File: src/rtl/mire_pkg.sv
// Shared types and constants for the mire_gen framebuffer test-pattern writer.
package mire_pkg;

  typedef enum logic [1:0] {
    MODE_GRID    = 2'd0,
    MODE_BARS    = 2'd1,
    MODE_CHECKER = 2'd2,
    MODE_SOLID   = 2'd3
  } mode_e;

  localparam logic [15:0] C_WHITE   = 16'hFFFF;
  localparam logic [15:0] C_YELLOW  = 16'hFFE0;
  localparam logic [15:0] C_CYAN    = 16'h07FF;
  localparam logic [15:0] C_GREEN   = 16'h07E0;
  localparam logic [15:0] C_MAGENTA = 16'hF81F;
  localparam logic [15:0] C_RED     = 16'hF800;
  localparam logic [15:0] C_BLUE    = 16'h001F;
  localparam logic [15:0] C_BLACK   = 16'h0000;

  typedef logic [1:0] state_t;
  localparam state_t ST_IDLE  = 2'd0;
  localparam state_t ST_BURST = 2'd1;
  localparam state_t ST_PAUSE = 2'd2;

  localparam logic [2:0] CTI_CLASSIC = 3'b000;
  localparam logic [2:0] CTI_INCR    = 3'b010;
  localparam logic [2:0] CTI_EOB     = 3'b111;

endpackage

File: src/rtl/mire_pattern.sv
// Combinational pixel colour for (x, y) under the selected test pattern.
module mire_pattern
  import mire_pkg::*;
#(
  parameter int          HDISP = 640,
  parameter int          GRID  = 16,
  parameter int          XW    = 10,
  parameter int          YW    = 9,
  parameter logic [15:0] FILL  = 16'hF800
) (
  input  logic [XW-1:0] x,
  input  logic [YW-1:0] y,
  input  logic [1:0]    mode,
  output logic [15:0]   col
);

  localparam int GL = $clog2(GRID);

  logic [31:0] xw, yw, bar;

  assign xw  = 32'(x);
  assign yw  = 32'(y);
  assign bar = (xw * 32'd8) / 32'(HDISP);

  always_comb begin
    col = C_BLACK;
    case (mode)
      MODE_GRID: begin
        if ((xw & 32'(GRID - 1)) == 32'd0 || (yw & 32'(GRID - 1)) == 32'd0) col = C_WHITE;
      end
      MODE_BARS: begin
        case (bar)
          32'd0:   col = C_WHITE;
          32'd1:   col = C_YELLOW;
          32'd2:   col = C_CYAN;
          32'd3:   col = C_GREEN;
          32'd4:   col = C_MAGENTA;
          32'd5:   col = C_RED;
          32'd6:   col = C_BLUE;
          default: col = C_BLACK;
        endcase
      end
      MODE_CHECKER: begin
        if ((((xw >> GL) ^ (yw >> GL)) & 32'd1) != 32'd0) col = C_WHITE;
      end
      default: col = FILL;
    endcase
  end

endmodule

File: src/rtl/mire_gen.sv
// Wishbone test-pattern writer: bursts of BURST pixels separated by PAUSE idle cycles.
// Define MIRE_GEN_CTI_EN to emit incrementing-burst cycle type tags.
module mire_gen
  import mire_pkg::*;
#(
  parameter int                HDISP    = 640,
  parameter int                VDISP    = 480,
  parameter int                GRID     = 16,
  parameter int                BURST    = 64,
  parameter int                PAUSE    = 64,
  parameter int                ADR_W    = 32,
  parameter logic [ADR_W-1:0]  BASE_ADR = '0,
  parameter logic [15:0]       FILL     = 16'hF800
) (
  input  logic             clk,
  input  logic             rst_n,
  input  logic             enable,
  input  logic [1:0]       mode,
  output logic [ADR_W-1:0] adr,
  output logic [15:0]      dat_ms,
  output logic             we,
  output logic [1:0]       sel,
  output logic             stb,
  output logic             cyc,
  output logic [2:0]       cti,
  output logic [1:0]       bte,
  input  logic             ack,
  output logic             frame_done
);

  localparam int XW = (HDISP > 1) ? $clog2(HDISP) : 1;
  localparam int YW = (VDISP > 1) ? $clog2(VDISP) : 1;
  localparam int BW = $clog2(BURST + 1);
  localparam int PW = $clog2(PAUSE + 1);

  state_t          state;
  logic [XW-1:0]   x;
  logic [YW-1:0]   y;
  logic [BW-1:0]   bcnt;
  logic [PW-1:0]   pcnt;
  logic [1:0]      mode_q;
  logic            fresh;
  logic            last_x, last_y, last_pix, last_beat;
  logic [ADR_W-1:0] lin;

  assign last_x    = (x == XW'(HDISP - 1));
  assign last_y    = (y == YW'(VDISP - 1));
  assign last_pix  = last_x && last_y;
  assign last_beat = (bcnt == BW'(BURST - 1)) || last_pix;

  always_ff @(posedge clk or negedge rst_n) begin
    if (!rst_n) begin
      state      <= ST_IDLE;
      x          <= '0;
      y          <= '0;
      bcnt       <= '0;
      pcnt       <= '0;
      mode_q     <= '0;
      fresh      <= 1'b1;
      frame_done <= 1'b0;
    end else begin
      frame_done <= (state == ST_BURST) && ack && last_pix;
      // First clock out of reset picks up the requested pattern.
      if (fresh) begin
        mode_q <= mode;
        fresh  <= 1'b0;
      end
      case (state)
        ST_IDLE: if (enable) state <= ST_BURST;
        ST_BURST: begin
          if (ack) begin
            x <= last_x ? '0 : x + XW'(1);
            if (last_x) y <= last_y ? '0 : y + YW'(1);
            if (last_pix) mode_q <= mode;
            if (last_beat) begin
              bcnt  <= '0;
              pcnt  <= '0;
              state <= ST_PAUSE;
            end else begin
              bcnt <= bcnt + BW'(1);
            end
          end
        end
        ST_PAUSE: begin
          if (pcnt == PW'(PAUSE - 1)) state <= enable ? ST_BURST : ST_IDLE;
          else pcnt <= pcnt + PW'(1);
        end
        default: state <= ST_IDLE;
      endcase
    end
  end

  assign lin = ADR_W'(y) * ADR_W'(HDISP) + ADR_W'(x);
  assign adr = BASE_ADR + (lin << 1);

  assign cyc = (state == ST_BURST);
  assign stb = cyc;
  assign we  = 1'b1;
  assign sel = 2'b11;
  assign bte = 2'b00;

`ifdef MIRE_GEN_CTI_EN
  assign cti = cyc ? (last_beat ? CTI_EOB : CTI_INCR) : CTI_CLASSIC;
`else
  assign cti = CTI_CLASSIC;
`endif

  mire_pattern #(
    .HDISP (HDISP),
    .GRID  (GRID),
    .XW    (XW),
    .YW    (YW),
    .FILL  (FILL)
  ) u_pattern (
    .x    (x),
    .y    (y),
    .mode (mode_q),
    .col  (dat_ms)
  );

endmodule
File: config.mk
export PLATFORM = sky130hd
export DESIGN_NAME = mire_gen
export DESIGN_NICKNAME = d
export VERILOG_FILES = /design/src/rtl/mire_pkg.sv /design/src/rtl/mire_pattern.sv /design/src/rtl/mire_gen.sv
export SDC_FILE = /design/constraint.sdc
export NUM_CORES = 1
export LEC_CHECK = 0
export ABC_AREA = 1
export ABC_CLOCK_PERIOD_IN_PS = 4300
export CAP_MARGIN = 20
export CORE_ASPECT_RATIO = 0.9
export CORE_MARGIN = 3
export CORE_UTILIZATION = 49
export CTS_BUF_LIST = sky130_fd_sc_hd__clkbuf_8 sky130_fd_sc_hd__clkbuf_16
export CTS_CLUSTER_DIAMETER = 50
export DETAILED_ROUTE_END_ITERATION = 12
export PLACE_DENSITY = 0.77
export SLEW_MARGIN = 20
export SYNTH_ARGS = -nofsm -noshare
export SYNTH_HDL_FRONTEND = slang
export SYNTH_SLANG_ARGS = --single-unit
File: constraint.sdc
create_clock -name clk -period 4.3 [get_ports clk]
set_input_delay 1.29 -clock clk [delete_from_list [all_inputs] [get_ports clk]]
set_output_delay 1.29 -clock clk [all_outputs]
set_load 0.1 [all_outputs]
==> flow_metrics.env <==
export IMPL_clockBufferDepth=2
export IMPL_crit_buf_inv=4
export IMPL_fin_crit_ns=4.79
export IMPL_rows=30
export IMPL_fp_dieW_microns=99.9
export IMPL_cp_max_fo=8
export IMPL_clk_pin_slew_worst_paths_ns=0.08
export IMPL_skew_ns=0.00543
export IMPL_violations="negative setup slack"
export IMPL_crit_top_cell="nand2_2"
export IMPL_dr_pass1_iters=4
export IMPL_grt_max_degree=40
export IMPL_antenna_left=0
export IMPL_maxSlewViolCount=0
export IMPL_clockRootBuffer="clkbuf_8"
export IMPL_synth_distinct_cells=48
export IMPL_arrival_ns=3.50
export IMPL_period_share_pct=111
export IMPL_fill_cells=583
export IMPL_grt_total_usage_pct=20.0
export IMPL_synth_flop_cell="dfrtp_1"
export IMPL_maxSlewHeadroom_pct=35.3
export IMPL_ios=65
export IMPL_core_area_sq_mm=0.00762
export IMPL_viasPerCell=5.10
export IMPL_syn_avg_cell_area_sq_um=7.19
export IMPL_cts_tree="built"
export IMPL_synth_seq_cells=39
export IMPL_worst_slew_pin_slew_ns=0.968
export IMPL_grt_pass1_vias=3478
export IMPL_antenna_found_initial=0
export IMPL_leakage_nw=2.67
export IMPL_antenna_cells=0
export IMPL_post_route_drc_count=0
export IMPL_crit_family="simple AND/OR/NAND/NOR gates"
export IMPL_initial_utilization_pct=51.0
export IMPL_syn_inst=540
export IMPL_max_cap_viol_count=0
export IMPL_timing_final_ws_setup_ns=-0.491
export IMPL_vias=3762
export IMPL_final_nets=673
export IMPL_dieHeight_microns=90.5
export IMPL_synth_seq_area_share_pct=25.2
export IMPL_slowest_delay_ns=0.40
export IMPL_wirelength_mm=9.77
export IMPL_dp_hpwl_mm=7.17
export IMPL_wl_per_cell_microns=13.3
export IMPL_cts_buffers=5
export IMPL_dieArea_sq_mm=0.00903
export IMPL_outcome="finished, violations left"
export IMPL_dpl_worst_slack_ns=-0.188
export IMPL_setup_viol=10
export IMPL_synth_enable_flop_cells=0
export IMPL_design_area_sq_mm=0.00541
export IMPL_gr_total_overflow=0
export IMPL_grt_pass1_wl_mm=15.1
export IMPL_vdd_drop_max_mv=0.813
export IMPL_syn_to_final_growth_pct=39.4
export IMPL_utilization_pct=71.1
export IMPL_pwr_density_cell_mw_per_mm2=790
export IMPL_ys_async_sr_fraction_pct=100
export IMPL_fmax_ghz=0.209
export IMPL_min_path_type="reg -> reg"
export IMPL_cts_hold_buffers=0
export IMPL_rsz0062_at_grt="true"
export IMPL_drive_gt1_share_pct=35.7
export IMPL_clock_latency_ns=0.29
export IMPL_endpoint_kind="output pin"
export IMPL_drt_iter0_markers=181
export IMPL_start_kind="register"
export IMPL_gp_congestion=0.984
export IMPL_clock_sinks=39
export IMPL_hold_viol=0
export IMPL_path_class="reg -> out"
export IMPL_yosysWarnings=0
export IMPL_htree_num_levels=2
export IMPL_cpMaxStageDelayCell="dfrtp_1"
export IMPL_cp_data_required_time_ns=3.01
export IMPL_syn_area_sq_mm=0.00388
export IMPL_dpl_cell_area_sq_mm=0.00492
export IMPL_portBuffers=43
[timing repair]
item | in CTS | in global routing
pin swaps | 3 | 23
setup buffers | 6 | 13
cloned | 2 | 0
gates resized for setup | 12 | 41
setup endpoints to repair | 12 | 13
[worst paths after layout]
check	start	endpoint	slack, ns	cells past startpoint
max in group asynchronous	rst_n	y[3]	2.61	1
min in group asynchronous	rst_n	x[2]	1.09	1
worst max register to register	x[1]	pcnt[5]	1.31	17
worst max-delay path	x[1]	dat_ms[1]	-0.49	25
worst min register to register	bcnt[6]	bcnt[6]	0.49	2
worst min-delay path	bcnt[6]	bcnt[6]	0.49	2
[power breakdown]
part	total, mW	switching, mW	internal (mW)
combinational	3.43	2.25	1.18
clock	0.316	0.128	0.188
sequential	0.538	0.0845	0.453
total	4.28	2.46	1.82
[state kept, by name (all words and copies together) (netlist names)]
signal and cells:
frame_done 1, x 10, bcnt 7, pcnt 7, fresh 1, state 2, mode_q 2, y 9
[layer usage]
metal / part of all wire (%) / global-route usage, % / vias up
met5: 0 / 0 / -
met4: 1.9 / 6.37 / 0
met3: 5.1 / 2.86 / 20
met2: 50 / 32.5 / 108
met1: 43 / 27.2 / 1765
li1: - / - / 1869
[logic make-up (layout without fill, tap and decap cells)]
kind of cell,count (synthesis),after routing,share of synthesized area [%]
DFF,39,39,25.2
and+or+nand+nor,260,262,34.6
xor gates and xnor gates,24,24,5.41
other,2,22,0.193
AOI/OAI and AO/OA,55,55,8.05
buffers and inverters,133,212,17.6
adders and majority gates,27,27,9.08
[worst register-to-register path, delay by kind of cell, from the launching register on]
kind | cells | cell delay [ns]
and+or+nand+nor | 10 | 1.84
buffers and inverters | 5 | 0.47
DFF | 1 | 0.37
adders and majority gates | 1 | 0.15
AOI/OAI and AO/OA | 1 | 0.08
[cell usage after synthesis, types with 2 or more instances]
master,instances,area (sq um)
inv_4,2,12.5
nand3_1,28,140
nand2_2,15,93.8
o21ai_0,20,100
clkinv_1,2,7.51
nor2_4,3,33.8
nor3b_1,6,45.0
and3_1,2,12.5
conb_1,2,7.51
nor2_1,38,143
a21oi_1,23,115
nand2_4,7,78.8
o22ai_1,2,12.5
nand4_1,13,81.3
xnor2_1,2,17.5
buf_4,43,323
dfrtp_1,38,951
xor2_1,22,193
nand3_4,2,35.0
inv_1,73,274
buf_6,2,22.5
inv_2,9,33.8
nor2_2,8,50.1
and2_1,2,12.5
fa_1,2,40.0
ha_1,25,313
or2_2,2,12.5
nand2_1,101,379
nand3_2,6,60.1
nor3_1,22,110
[placed cells by master (no fill, tap or decap), drive strengths merged, types with 2 or more instances in the layout]
master and instances:
xor2 22, nor4 2, clkdlybuf4s50 12, fa 2
nor2 49, dfrtp 38, conb 22, nand2 123
and2 2, clkbuf 6, a21oi 23, o22ai 2
nor3b 6, o21ai 23, clkinv 2, nand3 37
xnor2 2, inv 85, buf 106, ha 25
nor3 23, nand4 15, or2 2, and3 2
[layout make-up]
| cell class | count | area, sq um | area share [%] |
|---|---|---|---|
| Multi-Input combinational cell | 390 | 2650 | 48.9 |
| Tap cell | 96 | 120 | 2.22 |
| Timing Repair Buffer | 118 | 1210 | 22.4 |
| Clock inverter | 2 | 35.0 | 0.647 |
| Clock buffer | 6 | 82.6 | 1.53 |
| Sequential cell | 39 | 985 | 18.2 |
| Inverter | 86 | 330 | 6.10 |
[metrics by stage]
step / std cells / TNS (ns) / total power [mW] / hold WS [ns]
final: 737 / -4.39 / 4.28 / 0.488
after global routing: 737 / -6.69 / 4.51 / 0.507
after CTS: 724 / -3.05 / 4.12 / 0.491
after detailed placement: 708 / -1.42 / 3.69 / 0.470
after global placement: 708 / -0.226 / 3.63 / 0.453
after floorplan: 560 / -1.93 / 2.94 / 0.436
Power figures use the tool's default switching activity.
